<file path="src/rtl/layer_sequencer.sv">
// layer_sequencer
//   Frame-level scheduler for the CNN inference chain (conv2d -> relu -> maxpool -> dense).
//   Each layer engine is launched in order with a one-cycle start pulse. The sequencer
//   then waits for that engine's done pulse. Every wait is guarded by a watchdog. The
//   sequencer reports either frame completion or the stage that hung. It holds no
//   feature data.
//
// Parameters
//   NUM_STAGES      number of sequenced engines, stage 0 launched first (>= 1)
//   TIMEOUT_CYCLES  max WAIT cycles per stage before error; 0 disables the watchdog
//   CW              width of watchdog and perf counters
//
// Ports
//   i_clk           single clock, rising edge
//   i_reset         synchronous, active-high; wins over every other input
//   i_start         frame request, sampled only in IDLE
//   i_abort         cancel the frame in progress (LAUNCH/WAIT only)
//   i_clear         leave ERROR
//   o_stage_start   one-hot start pulse to engine i
//   i_stage_done    done pulse from engine i
//   o_cur_stage     index of the active stage
//   o_busy          high in LAUNCH, WAIT and FINISH
//   o_done          one-cycle frame-complete pulse
//   o_error         sticky watchdog error flag
//   o_err_stage     stage that timed out
//   o_frame_cycles  LAUNCH+WAIT cycles of the last completed frame
//
// Build option
//   SEQ_PERF_COUNT_EN  when defined, builds the frame cycle counter behind
//                      o_frame_cycles. When undefined, o_frame_cycles is tied to 0.
//
// state  | meaning
// -------+-----------------------------------------------------------
// IDLE   | waiting for i_start
// LAUNCH | one-cycle start pulse to engine r_cur_stage, watchdog loaded
// WAIT   | waiting for done of r_cur_stage, watchdog counting down
// FINISH | one-cycle frame done pulse
// ERROR  | watchdog expired; hold error/err_stage until i_clear

module layer_sequencer #(
    parameter int NUM_STAGES     = 4,
    parameter int TIMEOUT_CYCLES = 1048576,
    parameter int CW             = 32,
    localparam int SW            = $clog2(NUM_STAGES) + 1
) (
    input  logic                  i_clk,
    input  logic                  i_reset,
    input  logic                  i_start,
    input  logic                  i_abort,
    input  logic                  i_clear,
    output logic [NUM_STAGES-1:0] o_stage_start,
    input  logic [NUM_STAGES-1:0] i_stage_done,
    output logic [SW-1:0]         o_cur_stage,
    output logic                  o_busy,
    output logic                  o_done,
    output logic                  o_error,
    output logic [SW-1:0]         o_err_stage,
    output logic [CW-1:0]         o_frame_cycles
);

    typedef enum logic [2:0] {
        S_IDLE,
        S_LAUNCH,
        S_WAIT,
        S_FINISH,
        S_ERROR
    } state_t;

    localparam bit          WDG_EN   = (TIMEOUT_CYCLES != 0);
    // Down-counter load value. Terminal count 0 is reached on the last allowed WAIT cycle.
    localparam logic [CW-1:0] WDG_LOAD = WDG_EN ? CW'(TIMEOUT_CYCLES - 1) : '0;

    state_t          r_state;
    state_t          w_next;
    logic [SW-1:0]   r_cur_stage;
    logic [CW-1:0]   r_wcnt;
    logic            r_error;
    logic [SW-1:0]   r_err_stage;
    logic            w_done_cur;
    logic            w_last;

    // Select the done bit of the active stage. Other stages' done bits are ignored.
    always_comb begin
        w_done_cur = 1'b0;
        for (int i = 0; i < NUM_STAGES; i++) begin
            if (r_cur_stage == SW'(i)) begin
                w_done_cur = i_stage_done[i];
            end
        end
    end

    assign w_last = (r_cur_stage == SW'(NUM_STAGES - 1));

    always_ff @(posedge i_clk) begin
        if (i_reset) begin
            r_state <= S_IDLE;
        end else begin
            r_state <= w_next;
        end
    end

    always_comb begin
        w_next = r_state;
        case (r_state)
            S_IDLE: begin
                if (i_start) begin
                    w_next = S_LAUNCH;
                end
            end
            S_LAUNCH: begin
                w_next = i_abort ? S_IDLE : S_WAIT;
            end
            S_WAIT: begin
                if (i_abort) begin
                    w_next = S_IDLE;
                end else if (w_done_cur) begin
                    w_next = w_last ? S_FINISH : S_LAUNCH;
                end else if (WDG_EN && (r_wcnt == '0)) begin
                    w_next = S_ERROR;
                end
            end
            S_FINISH: begin
                w_next = S_IDLE;
            end
            S_ERROR: begin
                if (i_clear) begin
                    w_next = S_IDLE;
                end
            end
            default: begin
                w_next = S_IDLE;
            end
        endcase
    end

    always_ff @(posedge i_clk) begin
        if (i_reset) begin
            r_cur_stage <= '0;
            r_wcnt      <= '0;
            r_error     <= 1'b0;
            r_err_stage <= '0;
        end else begin
            case (r_state)
                S_IDLE: begin
                    if (i_start) begin
                        r_cur_stage <= '0;
                    end
                end
                S_LAUNCH: begin
                    r_wcnt <= WDG_LOAD;
                end
                S_WAIT: begin
                    if (!i_abort) begin
                        if (w_done_cur) begin
                            if (!w_last) begin
                                r_cur_stage <= r_cur_stage + 1'b1;
                            end
                        end else if (WDG_EN && (r_wcnt == '0)) begin
                            r_error     <= 1'b1;
                            r_err_stage <= r_cur_stage;
                        end else if (r_wcnt != '0) begin
                            r_wcnt <= r_wcnt - 1'b1;
                        end
                    end
                end
                S_ERROR: begin
                    if (i_clear) begin
                        r_error     <= 1'b0;
                        r_err_stage <= '0;
                    end
                end
                default: begin
                end
            endcase
        end
    end

    always_comb begin
        o_stage_start = '0;
        for (int i = 0; i < NUM_STAGES; i++) begin
            o_stage_start[i] = (r_state == S_LAUNCH) && (r_cur_stage == SW'(i));
        end
    end

    assign o_cur_stage = r_cur_stage;
    assign o_busy      = (r_state == S_LAUNCH) || (r_state == S_WAIT) || (r_state == S_FINISH);
    assign o_done      = (r_state == S_FINISH);
    assign o_error     = r_error;
    assign o_err_stage = r_err_stage;

`ifdef SEQ_PERF_COUNT_EN
    logic [CW-1:0] r_pcnt;
    logic [CW-1:0] r_frame_cycles;
    logic [CW-1:0] w_pcnt_inc;

    assign w_pcnt_inc = (r_pcnt == '1) ? r_pcnt : r_pcnt + 1'b1;

    // The latch on entry to FINISH uses the incremented value.
    // This way the last WAIT cycle is included in the count.
    always_ff @(posedge i_clk) begin
        if (i_reset) begin
            r_pcnt         <= '0;
            r_frame_cycles <= '0;
        end else begin
            if ((r_state == S_IDLE) && i_start) begin
                r_pcnt <= '0;
            end else if ((r_state == S_LAUNCH) || (r_state == S_WAIT)) begin
                r_pcnt <= w_pcnt_inc;
            end
            if ((r_state == S_WAIT) && (w_next == S_FINISH)) begin
                r_frame_cycles <= w_pcnt_inc;
            end
        end
    end

    assign o_frame_cycles = r_frame_cycles;
`else
    assign o_frame_cycles = '0;
`endif

endmodule

</file>
<file path="config.mk">
export PLATFORM = sky130hd
export DESIGN_NAME = layer_sequencer
export DESIGN_NICKNAME = d
export VERILOG_FILES = /design/src/rtl/layer_sequencer.sv
export SDC_FILE = /design/constraint.sdc
export NUM_CORES = 1
export LEC_CHECK = 0
export ABC_AREA = 1
export CAP_MARGIN = 20
export CORE_MARGIN = 3
export CORE_UTILIZATION = 40
export CTS_CLUSTER_SIZE = 40
export DETAILED_ROUTE_END_ITERATION = 8
export GPL_TIMING_DRIVEN = 0
export HOLD_SLACK_MARGIN = 0.15
export SETUP_SLACK_MARGIN = 0.3
export SYNTH_ARGS = -nofsm -noshare
export SYNTH_HDL_FRONTEND = slang
export SYNTH_SLANG_ARGS = --single-unit
</file>
<file path="constraint.sdc">
create_clock -name i_clk -period 3.7 [get_ports i_clk]
set_clock_uncertainty 0.05 [all_clocks]
set_input_delay 0.555 -clock i_clk [delete_from_list [all_inputs] [get_ports i_clk]]
set_output_delay 0.555 -clock i_clk [all_outputs]
set_load 0.005 [all_outputs]
</file>
Word level (Yosys, flattened, before mapping). Cells that the tools add are included.

Bits in registers: 42. Input bits: 9. Output and inout bits: 45.

Add/subtract/negate cells: 2. Equal/unequal tests: 17. Mux-type cells: 31. Reduce and logical (&&, ||, !) cells: 17.

Operator list (count): 32-bit two-way mux (4); 32-bit case mux with 2 select lines (1); 3-bit two-way mux (12); 32-bit logical NOT (1); 32-bit nonzero test (1); 32-bit by 1-bit subtractor with 32-bit output (second input constant) (1); 2-bit != test (second input constant) (9); 5-bit AND reduction (3); 3-bit by 2-bit equality test with 1-bit output (second input constant) (4); 3-bit case mux with 2 select lines (2); 3-bit case mux with 4 select lines (1); 1-bit two-way mux (8); 3-bit by 1-bit equality test with 1-bit output (second input constant) (2); 3-bit logical NOT (2); 2-bit nonzero test (3); 1-bit logical AND (4); 2-bit two-way mux (2); 4-bit != test (second input constant) (1); 3-bit by 1-bit adder with 3-bit output (second input constant) (1); 3-bit equality test (second input constant) (1); 3-bit AND reduction (1); 1-bit logical OR (2); 1-bit case mux with 2 select lines (1).

Depth between registers and ports, before layout. Gate-level depths: netlist of the first run.

Depth after elaboration: 8. Gate-level depth with buffers: 14. Gate-level depth less buffers: 14.

Worst setup path before layout of the first run. No wires, ideal clock.

Path type: register to register. Start: register r_cur_stage[0] (netlist: o_cur_stage[0]). End: register r_wcnt[2]. Setup time: 0.071 ns. Arrival time: 1.636 ns. Slack: 1.944 ns. Stages on the path, launching flop included: 15. Clock period less this slack: 1.756 ns. Path through: dfxtp_1 -> inv_1 -> ha_1 -> inv_1 -> nor2_1 -> nand2_1 -> nand3_1 -> nand2_1 -> nand2_1 -> nand2_1 -> nand3_1 -> nor2_1 -> buf_2 -> nand2_1 -> a21oi_1.

Longest elaborated chain between the ends: 7. Elaborated cells on any way between the ends: 10. Classes of those cells: eq/ne (4); mux (4); reduce/logical (2).

RTL lines: start: declaration (RTL line 75) `logic [SW-1:0] r_cur_stage;`; start signal: assignment (RTL line 156) `r_cur_stage <= r_cur_stage + 1'b1;`; 3-bit logical NOT (RTL line 86) `if (r_cur_stage == SW'(i)) begin`; 1-bit two-way mux (3 in a row) (RTL line 86); 1-bit two-way mux (*) (RTL line 86); 2-bit != test (no line) (*); 5-bit AND reduction (no line) (*); end signal: assignment (RTL line 162) `r_wcnt <= r_wcnt - 1'b1;`; end: declaration (RTL line 76) `logic [CW-1:0] r_wcnt;`.

Mark *: on every way between the ends. The rest lies on a longest branch, timed or not. A chain may end at the register's enable or synchronous reset.

Worst setup path after layout of the first run.
Start: register r_cur_stage[1] (netlist: o_cur_stage[1]). End: output o_stage_start[3].

Longest elaborated chain between the ends: 2.

RTL lines: 3-bit by 2-bit equality test with 1-bit output (RTL line 181) `o_stage_start[i] = (r_state == S_LAUNCH) && (r_cur_stage == SW'(i));`; 1-bit logical AND (RTL line 181); end: declaration (RTL line 51) `output logic [NUM_STAGES-1:0] o_stage_start,`.

Every way passes these cells.

==> results.tsv, run 1 <==
metric	value	unit
status	completed	
p_int	0.8727	mW
slowest_delay	0.51	ns
antenna_found_initial	0	
portBuffers	20	
power.switching	0.6128	mW
layout_min_cycle_time	2.415	ns
async_reset_ff_frac	0	
power_frac_clock	0.214	
ios	54	
cellLeakagePower	1.584	nW
whs	0.4194	ns
area.sequential	840.8	um2
min_path_type	reg2reg	
hpwl	5797	um
cts_sinks	42	
clk_latency	0.30	ns
drc	0	
synth_most_common_cell	nand2_1	
seq_area_frac_synth	0.2792	
postSynthCellCount	502	
critPathMaxFanout	6	
grt_max_degree	13	
slew_headroom	0.6429	
worstMarginPinSlew	0.5357	ns
yosys_warnings	0	
root_buffer	clkbuf_8	
worst_ir_drop_vdd	0.0002756	V
synth_ff_type	dfxtp_1	
first_pass_iters	4	
hold_viol_final	0	
grt_pass1_wl	12810	um
maxCapViolations	0	
synth_seq_cells	42	
synth_area_leaders	dfxtp_1 28%, nand2_1 19%, nor2_1 11%	
first_global_vias	2771	
swShare	0.4125	
rsz0062_at_grt	no	
ys_top_cells_by_count	153 x nand2_1, 90 x nor2_1, 42 x dfxtp_1, 41 x a21oi_1, 35 x buf_4	
dieWidth	92.77	um
synth_edf_count	0	
cp_slowest_cell	clkdlybuf4s50_1	
core	0.007292	mm2
die_h	92.77	um
cp.required	3.09	ns
ys_types	26	
hold_depth	2	
synth_top_area_share	0.2792	
rr_worst_depth	14	
grt_remaining_overflow	0	
antennaDiodeCount	0	
cts_tree	yes	
yosys.area.top_type	dfxtp_1	
drv_slew	0	
setup_viol	0	
cellPowerDensity	419.2	mW/mm2
avgSynthCellArea	5.999	um2
seq_power_share	0.367	
num_rows	31	
start_util	0.4130	
ctsResizeCount	0	
worstPathCellList	ha_1, ha_1, inv_1, nor2_1, clkdlybuf4s50_1	
ant_nets	0	
cts_made_buffers	5	
wirelength	7450	um
grt.total_usage	0.1813	
fillers	788	
cp.arrival	1.81	ns
setup.worst_path.class	reg2out	
cts_hold_buf	0	
vias	3050	
layout-drive-gt1-share	0.1141	
design.die.area	0.008606	mm2
worstSetupEndpointType	output pin	
cp_common_cell	ha_1	
syn_area	0.003012	mm2
nets	575	
gp_congestion	0.9164	
fin_util	0.4859	
cts_htree_levels	2	
finalCritPeriodShare	0.6526	
drtIter0Drc	143	
setup_slack	1.285	ns
area_growth_syn_to_layout	17.66	%
tns	0	ns
clockBufferDepth	2	
dp_slack	1.333	ns
power	1.486	mW
wl_per_cell	11.29	um
pwr-share-comb	0.419	
worstSetupStartpointType	flop	
post_cts_buffers	0	
multiInputGateArea	0.001848	mm2
clkTransAtPathRegs	0.09	ns
viasPerCell	4.621	
fmax	414.1	MHz
-- stage by stage --
| stage | cell area, um2 | cells |
|---|---|---|
| final | 3543 | 660 |
| after global placement | 3452 | 652 |
| after CTS | 3543 | 660 |
| after detailed placement | 3452 | 652 |
| after floorplan | 3128 | 533 |
| after global routing | 3543 | 660 |
-- cell usage in the layout, fill, tap and decap left out, drive strengths merged --
| master | netlist | layout |
|---|---|---|
| nand2 | 154 | 154 |
| conb | 1 | 32 |
| clkbuf | 7 | 14 |
| xnor2 | 1 | 1 |
| clkdlybuf4s50 | 0 | 20 |
| dfxtp | 42 | 42 |
| nand3 | 32 | 32 |
| buf | 38 | 38 |
| inv | 36 | 36 |
| nor3 | 8 | 8 |
| clkinv | 0 | 1 |
| or2 | 12 | 12 |
| a21oi | 41 | 41 |
| ha | 6 | 6 |
| a31oi | 1 | 1 |
| nor2 | 92 | 92 |
| o21bai | 6 | 6 |
| o21ai | 11 | 11 |
| nand4 | 6 | 6 |
| nand3b | 3 | 3 |
| xor2 | 5 | 5 |
-- worst max-delay path, delay by kind of cell, from the launching register on --
kind,cells,cell delay [ns]
DFF,1,0.46
and+or+nand+nor,1,0.12
buffers and inverters,2,0.58
adders and majority gates,2,0.34
-- cell families (layout without fill, tap and decap cells) --
kind of cell             count (synthesis)  after routing  synth area share
buffers and inverters                   81            109            0.1458
AND/OR/NAND/NOR                        307            307            0.4279
AO/OA/AOI/OAI                           59             59            0.1034
other                                    1             32          0.001245
XOR/XNOR                                 6              6           0.01745
adder cells (fa/ha/maj)                  6              6           0.02493
flip-flops                              42             42            0.2792
-- layout make-up --
cell class | count | share of cell area
Sequential cell | 42 | 0.2373
Buffer | 45 | 0.08581
Multi-Input combinational cell | 410 | 0.5215
Tap cell | 99 | 0.03496
Inverter | 36 | 0.03814
Timing Repair Buffer | 20 | 0.05650
Clock inverter | 1 | 0.001412
Clock buffer | 7 | 0.02436
-- metal layers --
metal,wire [um],global-route usage,up-vias
met4,67,0.04518,0
met2,3231,0.2933,67
met3,379,0.03168,5
met1,3772,0.2494,1345
met5,0,0,-
li1,-,-,1633
-- flip-flops by register name (all words and copies together) (netlist names) --
signal       cells
o_cur_stage      3
o_err_stage      3
o_error          1
r_state          3
r_wcnt          32
-- worst paths after layout --
check                         startpoint                           to  slack, ns
max reg2reg  o_cur_stage[0]$_SDFFE_PP0P_      r_wcnt[13]$_SDFFE_PP0P_       1.55
max          o_cur_stage[1]$_SDFFE_PP0P_             o_stage_start[3]       1.29
min          o_err_stage[2]$_SDFFE_PP0P_  o_err_stage[2]$_SDFFE_PP0P_       0.42
min reg2reg  o_err_stage[2]$_SDFFE_PP0P_  o_err_stage[2]$_SDFFE_PP0P_       0.42
-- power by group through the flow --
stage	logic, mW	clock network (mW)	registers (mW)
detailed placement	0.617	0	0.555
global route	0.714	0.341	0.553
CTS	0.620	0.326	0.544
finish	0.622	0.318	0.545
global placement	0.610	0	0.553
floorplan	0.471	0	0.543
Power figures use the tool's default switching activity.
==> inputs of run 2 (changes only) <==
--- a/config.mk
+++ b/config.mk
@@ -13,6 +13,7 @@
 export DETAILED_ROUTE_END_ITERATION = 8
 export GPL_TIMING_DRIVEN = 0
 export HOLD_SLACK_MARGIN = 0.15
+export PLACE_DENSITY = 0.66
 export SETUP_SLACK_MARGIN = 0.3
 export SYNTH_ARGS = -nofsm -noshare
 export SYNTH_HDL_FRONTEND = slang
==> constraint.sdc (replaced) <==
create_clock -name i_clk -period 1.98 [get_ports i_clk]
set_clock_uncertainty 0.05 [all_clocks]
set_input_delay 0.297 -clock i_clk [delete_from_list [all_inputs] [get_ports i_clk]]
set_output_delay 0.297 -clock i_clk [all_outputs]
set_load 0.005 [all_outputs]
==> results.tsv, run 2 (same netlist as run 1, synthesis figures left out) <==
metric	value	unit
status	completed	
hold_viol_final	0	
largest-register	r_wcnt	
vias	3267	
worst_ir_drop_vdd	0.0004608	V
cp.arrival	2.01	ns
dpl_cell_area	0.003473	mm2
min_from	i_reset	
hpwl	5888	um
area_growth_syn_to_layout	32.99	%
rsz0062_at_grt	yes	
layout_common_cells	138 x nand2_1, 73 x nor2_1, 48 x buf_4, 38 x a21oi_1, 36 x dfxtp_1	
die_h	92.77	um
finalCritPeriodShare	0.9543	
design.die.area	0.008606	mm2
dieWidth	92.77	um
reg2reg_slack	0.09	ns
final_area	0.004005	mm2
largest_reg_flops	32	
root_buffer	clkbuf_8	
core	0.007292	mm2
wirelength	8353	um
layout-drive-gt1-share	0.2547	
cellLeakagePower	1.789	nW
drv_slew	0	
nets	595	
fmax	529.2	MHz
worstPathCellList	inv_4, ha_4, inv_2, nor2_2, nand2_1, nand3_2, nand2_2, nand2_4, nand2_4, buf_6, nand4_4, buf_2, nand2_1, a21oi_2	
first_global_vias	2816	
setup_viol	0	
critPathBufInv	4	
cp.required	2.10	ns
min_delay_worst_endpoint	r_wcnt[2]$_SDFFE_PP0P_	
antennaDiodeCount	0	
clk_latency	0.29	ns
portBuffers	20	
viasPerCell	4.804	
gp_congestion	0.8793	
grt.total_usage	0.1820	
power	3.167	mW
drtIter0Drc	199	
worstMarginPinSlew	0.5577	ns
clockBufferDepth	2	
grt_remaining_overflow	0	
cts_made_buffers	5	
cts_tree	yes	
critPathMaxFanout	6	
cts_sinks	42	
first_pass_iters	5	
wl_per_cell	12.28	um
ant_nets	0	
crit_family	simple AND/OR/NAND/NOR gates	
layout_min_cycle_time	1.890	ns
start_util	0.4130	
slew_headroom	0.6282	
cp_slowest_cell	dfxtp_4	
grt_pass1_wl	12880	um
worstSetupEndpointType	flop	
antenna_found_initial	0	
ios	54	
final_common_cell	nand2_1	
cellPowerDensity	790.9	mW/mm2
worstSetupStartpointType	flop	
grt_max_degree	13	
r2r-end	r_wcnt[17]$_SDFFE_PP0P_	
min_path_type	in2reg	
drc	0	
num_rows	31	
reg2reg_from	o_cur_stage[0]$_SDFFE_PP0P_	
cts_htree_levels	2	
rr_worst_depth	14	
hold_depth	2	
slowest_delay	0.42	ns
clkTransAtPathRegs	0.08	ns
setup.worst_path.class	reg2reg	
maxCapViolations	0	
[run 2: routing by layer]
layer / part of all wire / GRT usage / vias up / routed length [um]
li1: - / - / 1686 / -
met1: 0.45 / 0.2395 / 1462 / 3798
met2: 0.46 / 0.3023 / 102 / 3878
met3: 0.058 / 0.02600 / 17 / 485
met4: 0.023 / 0.06471 / 0 / 191
met5: 0 / 0 / - / 0
[run 2: layout make-up]
type / count / area (um2)
buffer: 45 / 337.8
inverter: 36 / 140.1
sequential: 42 / 855.8
multi-input combinational: 410 / 2093
timing repair buffer: 40 / 347.8
tap: 99 / 123.9
fill: 713 / 3287
clock inverter: 1 / 30.03
clock buffer: 7 / 76.32
[run 2: worst register-to-register path: stages, from the launching register on]
cell and delay [ns]:
dfxtp_4 0.42, inv_4 0.06, ha_4 0.15, inv_2 0.05, nor2_2 0.03, nand2_1 0.07
nand3_2 0.07, nand2_2 0.11, nand2_4 0.07, nand2_4 0.09, buf_6 0.10, nand4_4 0.13
buf_2 0.21, nand2_1 0.08, a21oi_2 0.06
[run 2: timing repair]
action                     in CTS  in global routing
hold buffers                    0                  0
cloned                          1                  1
pin swaps                      11                 10
setup endpoints to repair      47                 46
resized for setup              58                 44
setup buffers                  10                  8
[run 2: per-stage QoR]
step           TNS [ns]  std cells  setup WS [ns]  hold slack, ns  utilization
2_1_floorplan         0        533         0.3011          0.4053            -
3_3_place_gp          0        652        0.01610          0.4035       0.4763
3_5_place_dp   -0.01385        652      -0.007556          0.4082       0.4763
4_1_cts               0        671         0.1382          0.3604       0.5252
5_1_grt               0        680      0.0006217          0.4086       0.5492
6_report              0        680        0.09046          0.3749       0.5492
[run 2: how the worst max path moves through the flow]
stage                                start                       to  cells after the start
3_5_place_dp               i_stage_done[2]  r_wcnt[17]$_SDFFE_PP0P_                     12
5_1_grt        o_cur_stage[0]$_SDFFE_PP0P_  r_wcnt[27]$_SDFFE_PP0P_                     14
2_1_floorplan       r_wcnt[0]$_SDFFE_PP0P_  r_wcnt[10]$_SDFFE_PP0P_                     12
6_report       o_cur_stage[0]$_SDFFE_PP0P_  r_wcnt[17]$_SDFFE_PP0P_                     14
3_3_place_gp               i_stage_done[2]  r_wcnt[11]$_SDFFE_PP0P_                     12
4_1_cts        o_cur_stage[0]$_SDFFE_PP0P_   r_wcnt[4]$_SDFFE_PP0P_                     14
[run 2: power breakdown]
part	total, mW	switching [mW]	leakage, nW	internal [mW]
Sequential	1.04	0.114	0.346	0.928
Clock	0.677	0.300	0.0524	0.378
Combinational	1.45	0.865	1.39	0.584
